--- src/rtl/txt_render.sv ---
// Character-cell text renderer: walks a text page, looks up glyph rows and
// writes one framebuffer pixel per accepted cycle, scan line by scan line.
module txt_render #(
    parameter int unsigned      COLS      = 40,
    parameter int unsigned      ROWS      = 24,
    parameter int unsigned      GW        = 7,
    parameter int unsigned      GH        = 8,
    parameter int unsigned      PIX_W     = 24,
    parameter int unsigned      FB_AW     = 16,
    parameter int unsigned      TXT_AW    = 16,
    parameter int unsigned      TXT_BASE  = 'h400,
    parameter bit               APPLE_IL  = 1'b1,
    parameter bit               ATTR_EN   = 1'b1,
    parameter logic [PIX_W-1:0] FG        = 24'hffffff,
    parameter logic [PIX_W-1:0] BG        = 24'h000000,
    parameter int unsigned      FLASH_DIV = 16
) (
    input  logic                    CLOCK_50,
    input  logic                    reset,
    input  logic                    start,
    output logic                    busy,
    output logic                    done,
    output logic [TXT_AW-1:0]       txt_adr,
    input  logic [7:0]              txt_q,
    output logic [7+$clog2(GH):0]   crom_adr,
    input  logic [7:0]              crom_q,
    output logic                    fb_we,
    output logic [FB_AW-1:0]        fb_adr,
    output logic [PIX_W-1:0]        fb_d,
    input  logic                    fb_ready
);

    localparam int unsigned LB  = $clog2(GH);
    localparam int unsigned CRW = 8 + LB;
    localparam int unsigned CW  = $clog2(COLS + 1);
    localparam int unsigned YW  = $clog2(ROWS * GH + 1);
    localparam int unsigned XW  = $clog2(GW + 1);
    localparam int unsigned FW  = $clog2(FLASH_DIV + 1);

    typedef enum logic [2:0] {IDLE, TADR, CHR, GLY, PIX} state_t;

    state_t         state, state_nxt;
    logic [CW-1:0]  col;
    logic [YW-1:0]  y;
    logic [XW-1:0]  c;
    logic [1:0]     attr;
    logic [7:0]     glyph;
    logic           flash_phase;
    logic [FW-1:0]  frame_cnt;

    logic           last_c, last_col, last_y, accept, frame_end;
    logic           inv, pix_bit;
    logic [2:0]     bit_idx;
    logic [31:0]    row_i;

    assign last_c    = (32'(c) == GW - 1);
    assign last_col  = (32'(col) == COLS - 1);
    assign last_y    = (32'(y) == ROWS * GH - 1);
    assign accept    = (state == PIX) && fb_ready;
    assign frame_end = accept && last_c && last_col && last_y;
    assign bit_idx   = 3'(GW - 1 - 32'(c));
    assign pix_bit   = glyph[bit_idx];
    assign row_i     = 32'(y) >> LB;

    always_comb begin
        inv = 1'b0;
        if (ATTR_EN) begin
            case (attr)
                2'b00:   inv = 1'b1;
                2'b01:   inv = flash_phase;
                default: inv = 1'b0;
            endcase
        end
    end

    always_ff @(posedge CLOCK_50 or posedge reset) begin
        if (reset) state <= IDLE;
        else       state <= state_nxt;
    end

    // NOTE: every output gets a default before the case so no path leaves one unassigned (no latches).
    always_comb begin
        state_nxt = state;
        busy      = 1'b1;
        txt_adr   = '0;
        crom_adr  = '0;
        fb_we     = 1'b0;
        fb_adr    = '0;
        fb_d      = BG;
        case (state)
            IDLE: begin
                busy = 1'b0;
                if (start) state_nxt = TADR;
            end
            TADR: begin
                if (APPLE_IL)
                    txt_adr = TXT_AW'(TXT_BASE + 128 * (row_i % 8) + 40 * (row_i / 8) + 32'(col));
                else
                    txt_adr = TXT_AW'(TXT_BASE + row_i * COLS + 32'(col));
                state_nxt = CHR;
            end
            CHR: begin
                // Glyph ROM is addressed straight from the text read so its data lands in GLY.
                crom_adr  = (CRW'(txt_q) << LB) | CRW'(32'(y) % GH);
                state_nxt = GLY;
            end
            GLY: state_nxt = PIX;
            PIX: begin
                fb_we  = 1'b1;
                fb_adr = FB_AW'(32'(col) * GW + 32'(c) + 32'(y) * (COLS * GW));
                fb_d   = (pix_bit ^ inv) ? FG : BG;
                if (accept && last_c) state_nxt = (last_col && last_y) ? IDLE : TADR;
            end
            default: state_nxt = IDLE;
        endcase
    end

    // NOTE: sequential state uses non-blocking assignments so every register samples pre-edge values.
    always_ff @(posedge CLOCK_50 or posedge reset) begin
        if (reset) begin
            col         <= '0;
            y           <= '0;
            c           <= '0;
            attr        <= '0;
            glyph       <= '0;
            done        <= 1'b0;
            flash_phase <= 1'b0;
            frame_cnt   <= '0;
        end else begin
            done <= frame_end;
            if (state == IDLE && start) begin
                col <= '0;
                y   <= '0;
                c   <= '0;
            end
            if (state == CHR) attr  <= txt_q[7:6];
            if (state == GLY) glyph <= crom_q;
            if (accept) begin
                if (!last_c) begin
                    c <= c + 1'b1;
                end else begin
                    c <= '0;
                    if (!last_col) begin
                        col <= col + 1'b1;
                    end else begin
                        col <= '0;
                        y   <= last_y ? '0 : y + 1'b1;
                    end
                end
            end
            if (frame_end) begin
                if (32'(frame_cnt) == FLASH_DIV - 1) begin
                    frame_cnt   <= '0;
                    flash_phase <= ~flash_phase;
                end else begin
                    frame_cnt <= frame_cnt + 1'b1;
                end
            end
        end
    end

endmodule
--- config.mk ---
export PLATFORM = sky130hd
export DESIGN_NAME = txt_render
export DESIGN_NICKNAME = d
export VERILOG_FILES = /design/src/rtl/txt_render.sv
export SDC_FILE = /design/constraint.sdc
export NUM_CORES = 1
export LEC_CHECK = 0
export ABC_CLOCK_PERIOD_IN_PS = 5700
export CORE_MARGIN = 8
export CORE_UTILIZATION = 35
export DETAILED_ROUTE_END_ITERATION = 7
export HOLD_SLACK_MARGIN = 0.08
export SLEW_MARGIN = 20
export SYNTH_ARGS = -nofsm -noshare
export SYNTH_HDL_FRONTEND = slang
export SYNTH_SLANG_ARGS = --single-unit
--- constraint.sdc ---
create_clock -name CLOCK_50 -period 5.7 [get_ports CLOCK_50]
set_input_delay 1.14 -clock CLOCK_50 [delete_from_list [all_inputs] [get_ports CLOCK_50]]
set_output_delay 1.14 -clock CLOCK_50 [all_outputs]
set_load 0.1 [all_outputs]
* Yosys cells after proc, flatten, opt, wreduce, memory -nomap -nowiden *
Cells that the tools add are included.

storage, ports and cells
  bits in registers = 37
  input port bits = 20
  word-level logic and storage cells = 75

operators by class
  add/subtract/negate cells = 10
  multiply operators = 3
  $lt $le $gt $ge = 1
  equality and inequality tests = 11
  multiplexer cells = 27
  bitwise gates (word level) = 3
  reductions and logical operators = 11

operator list
  operator                  count
  $mux W24                  2
  $mux W8                   5
  $mux W6                   4
  $add A10 B16 Y16          1
  $mux W16                  1
  $mux W3                   5
  $pmux W3 S5               1
  $add A13 B6 Y14           1
  $mux W14                  1
  $add A12 B8 Y13           1
  $mul A8 B6 Y13 const B    1
  $add A11 B10 Y12 const A  1
  $mux W11                  1
  $or A11 B3 Y11            1
  $add A9 B3 Y10            1
  $mul A6 B3 Y9 const B     1
  $add A8 B1 Y8 const B     1
  $eq A8 B8 Y1 const B      1
  $add A6 B1 Y6 const B     1
  $eq A3 B2 Y1 const B      2
  $eq A3 B3 Y1 const B      2
  $eq A6 B6 Y1 const B      1
  $logic_and A1 B1 Y1       6
  $add A5 B1 Y5 const B     1
  19 further kinds          23

* Logic depth before layout (Yosys ltp) *
Gate-level depths: netlist of run 1.

  depth after elaboration = 6
  mapped depth = 15
  gate-level depth less buffers = 14

* Worst setup path before layout of run 1 *
OpenSTA, ideal clock, no wires.

  path type = register to output
  start point = register y[2]
  end point = output port fb_adr[8]
  arrival time = 5.182 ns
  data required time = 4.560 ns
  path slack = -0.622 ns
  cell stages (with the launch flop) = 12
  buffers on the path = 1
  path through = dfrtp_1 ha_1 ha_1 ha_1 fa_1 ha_1 ha_1 buf_6 a21o_1 or3_1 a31oi_1 a21boi_0

on the way
  longest elaborated chain between the ends = 3

ends and longest elaborated chain
  element                 line  text
  from (decl)             44    logic [YW-1:0] y;
  from (signal assigned)  147   y <= last_y ? '0 : y + 1'b1;
  $mul A8 B6 Y13          110   fb_adr = FB_AW'(32'(col) * GW + 32'(c) + 32'(y) * (COLS * GW));
  $add A10 B16 Y16        110
  $mux W16                90    case (state)
  to (decl)               28    output logic [FB_AW-1:0] fb_adr,

No other way between the ends.

* Worst setup path in the final report of run 1 *
  start point = register y[2]
  end point = output port fb_adr[14]

Same word-level chain as after synthesis.

==> results of run 1 <==
report_power, final:
group          total, mW  internal (mW)  switching (mW)
Sequential         0.359          0.316          0.0436
Clock              0.171         0.0868          0.0846
Combinational      0.977          0.237           0.740
Total               1.51          0.640           0.868
worst max path at each step:
stage               start         end  slack, ps  cells past startpoint
global route         y[2]  fb_adr[14]          3                     13
global placement     y[2]  fb_adr[14]        600                     13
detailed placement   y[2]  fb_adr[14]        500                     13
CTS                  y[2]  fb_adr[14]        180                     13
finish               y[2]  fb_adr[14]        190                     13
floorplan            y[2]   fb_adr[8]        110                     11
worst max-delay path, cell delays in order (launching register included):
cell and delay (ps):
sky130_fd_sc_hd__dfrtp_1 460, sky130_fd_sc_hd__ha_1 330, sky130_fd_sc_hd__ha_1 280, sky130_fd_sc_hd__ha_1 230
sky130_fd_sc_hd__fa_1 450, sky130_fd_sc_hd__ha_1 290, sky130_fd_sc_hd__ha_1 400, sky130_fd_sc_hd__a21o_1 230
sky130_fd_sc_hd__or3_1 320, sky130_fd_sc_hd__a31oi_1 240, sky130_fd_sc_hd__and4b_4 250, sky130_fd_sc_hd__a31o_1 180
sky130_fd_sc_hd__a21oi_2 200, sky130_fd_sc_hd__buf_12 210
cell families (layout without fill, tap and decap cells):
| family | Yosys count | after routing |
|---|---|---|
| XOR/XNOR | 22 | 22 |
| multiplexers | 18 | 18 |
| adder cells (fa/ha/maj) | 65 | 65 |
| buffers and inverters | 74 | 135 |
| AND/OR/NAND/NOR | 136 | 136 |
| other | 1 | 4 |
| AO/OA/AOI/OAI | 91 | 91 |
| flip-flops | 37 | 37 |
per-layer routing:
layer  global-route usage [%]  up-vias  routed length [um]
met1                     16.4     1523                4440
met3                     2.55        4                 468
met5                        0        -                   0
met2                     19.6       75                4420
li1                         -     1632                   -
met4                     2.24        0                  53
per-stage QoR:
step                total power, mW  std cells  util (%)  setup slack (ps)  instance area [sq um]
floorplan                      1.21        447         -               107                   3970
global placement               1.34        640      43.5               595                   4740
detailed placement             1.35        640      43.5               504                   4740
CTS                            1.52        648      44.3               179                   4820
global route                   1.58        648      44.4              2.75                   4830
finish                         1.51        648      44.4               191                   4830
sequential cells by signal, indices dropped and copies added (netlist names):
signal	flops
attr	2
c	3
col	6
done	1
flash_phase	1
frame_cnt	5
glyph	8
state	3
y	8
cell usage after synthesis (all sizes together) (2+ instances only):
| cell | number | area, sq um |
|---|---|---|
| a211oi | 4 | 35.0 |
| a21o | 6 | 45.0 |
| a21oi | 24 | 120 |
| a31oi | 4 | 25.0 |
| a32o | 2 | 20.0 |
| and2 | 17 | 106 |
| and3 | 4 | 25.0 |
| buf | 32 | 233 |
| clkbuf | 3 | 11.3 |
| dfrtp | 37 | 926 |
| fa | 15 | 300 |
| ha | 50 | 626 |
| inv | 39 | 146 |
| mux2 | 12 | 135 |
| mux2i | 4 | 40.0 |
| mux4 | 2 | 45.0 |
| nand2 | 25 | 96.4 |
| nand3 | 12 | 65.1 |
| nand4 | 5 | 31.3 |
| nor2 | 40 | 153 |
| nor2b | 7 | 43.8 |
| nor3 | 8 | 45.0 |
| nor3b | 4 | 30.0 |
| o211ai | 2 | 15.0 |
| o21a | 5 | 37.5 |
| o21ai | 32 | 164 |
| o31ai | 5 | 37.5 |
| or2 | 2 | 12.5 |
| or3 | 4 | 25.0 |
| or3b | 2 | 17.5 |
| xnor2 | 12 | 105 |
| xor2 | 10 | 87.6 |
final cells by class:
class,instances,area [sq um]
Clock buffer,8,80.1
Timing Repair Buffer,88,841
Fill cell,1064,6060
Tap cell,140,175
Inverter,39,146
Sequential cell,37,926
Multi-Input combinational cell,336,2660
repair_timing:
item / 4_1_cts / 5_1_grt
endpoints found under the setup margin: 0 / 2
hold buffers: 0 / 0
resized for setup: 0 / 3
==> results.txt, run 1 <==
----------------------------------------------------
[Logic synthesis]
  Fraction of the mapped netlist area in compound gates ... 14.6%
  Yosys synthesis warning count ... 0
  Xor-xnor portion of the synthesized cell area ... 4.90%
  Combinational family with the most area after synthesis ... adder cells
  Netlist area before placement ... 0.00394 sq mm
  Flop and latch count out of synthesis ... 37
  Yosys cell types ... 58
  Fraction of synthesized area in multiplexers ... 5.60%
  Average footprint of a synthesized cell ... 8.86 sq um
  Number of enable flip-flop cells after synthesis ... 0
  Post-synthesis cell count ... between 400 and 500
  Seq/Total Area, Yosys ... 23.5%
  Area fraction in and, or, nand and nor cells after synthesis ... 17.9%
  Most frequently used flop master after synthesis ... sky130_fd_sc_hd__dfrtp_1
  Synthesized-area fraction occupied by adder cells ... 23.5%
  Synth async-reset ratio ... 100%

[Floorplanning]
  Vertical extent of the die ... 122 um
  Initial Utilization ... 36.1%
  Area of the die ... 0.0149 sq mm
  Top-level port count ... 90
  Horizontal extent of the die ... ~120 um
  Core Area ... 0.0109 sq mm
  Placement row count ... 38

[Critical path]
  Required time at the endpoint of the critical path ... 4560 ps
  Worst EP arrival ... 4370 ps
  Number of cells on the worst reg-to-reg path ... 7
  Crit. End Element ... output port
  Critical Path Start Type ... register
  Max Fanout on Critical Path ... 8
  FF-to-FF End ... frame_cnt[3]
  Worst setup slack for register-to-register paths ... 3220 ps
  Critical register-to-register path startpoint ... state[1]
  Worst Path Class, Setup ... reg -> out

[Placement]
  DP HPWL ... just under 8 mm
  Input/output buffers ... 85
  RD Place Congestion ... 0.911

[Worst hold path]
  Startpoint of the lowest-slack hold path ... flash_phase
  Hold EP ... flash_phase
  Min-Delay Path Class ... reg -> reg
  Hold Path Depth ... 1

[Timing]
  Headroom to the max-slew limit ... 34.5%
  Final hold slack ... 473 ps
  Setup-failing EPs final ... 0
  Final worst clock skew ... roughly 3.2 ps
  Unrepaired setup endpoints after global routing ... false
  Worst-margin pin slew ... ~980 ps
  Number of endpoints with negative hold slack in the final report ... 0
  Max Clk Rate ... 182 MHz
  Minimum clock period after layout ... 5510 ps
  Final-report max-slew violation count ... 0
  Final worst-path cycle share ... 96.6%
  Setup TNS Final ... 0 ps

[Finish]
  Antenna cell count ... 0
  Commonest non-fill, non-tap cell in the layout ... sky130_fd_sc_hd__ha_1
  Leading cell types in the layout, fill and taps excluded ... sky130_fd_sc_hd__ha_1 (49), sky130_fd_sc_hd__clkdlybuf4s50_1 (47), sky130_fd_sc_hd__inv_1 (38), sky130_fd_sc_hd__nor2_1 (37), sky130_fd_sc_hd__dfrtp_1 (37)
  Post-synthesis to final-layout area growth ... 22.8%
  Fraction of final layout cells sized beyond drive strength 1 ... 16.1%
  Final net count ... slightly below 600

[Routing]
  Violation count after the first detailed-route iteration ... roughly 230
  Via density per instance ... between 4 and 5
  Antenna Violating Nets Remaining ... 0
  Aggregate routed wire length ... roughly 9.4 mm
  Number of design rule violations left after detail routing ... 0
  Total iterations of the first detailed-routing run ... 4
  Count of vias placed by the detailed router ... 3234
  Avg WL per Cell ... between 10 and 15 um

[Global route]
  Number of antenna violations at the first check in global routing ... 0
  Number of global-route vias before repair ... 3094
  Global-route wire length before repair ... 15.1 mm
  Largest net degree at the start of global routing ... 38
  Overall routing resource usage ... 12.1%
  Total overflow reported by the global router ... 0

[CTS]
  Maximum clock path buffer count ... 2
  Clock transition at the registers of the reported paths ... 70 ps
  H-tree levels ... 2
  TritonCTS clock tree ... done
  Insertion delay of the later-clocked pin in the worst-skew pair ... 280 ps
  Buffer cell driving the clock tree root ... sky130_fd_sc_hd__clkbuf_8
  Clock buffer count from CTS ... 5
  Total setup buffers inserted after CTS ... 0
  Sink count of the clock tree ... 37

[Power and ir drop]
  Highest ir drop seen on vdd ... about 330 uV
  PwrDens ... just over 300 mW/mm^2
  Leak pwr ... around 2.3 nW

[Run status]
  Status ... complete, no violations

[Job]
  Max-cap viol count ... 0

----------------------------------------------------
No activity file was read; power rests on OpenSTA's default activity.
==> run 2: changes to the inputs <==
Settings changed: CTS_CLUSTER_DIAMETER set to 80.
==> results of run 2 <==
Same layout as run 1: the final DEF is identical, and so are final timing and power.
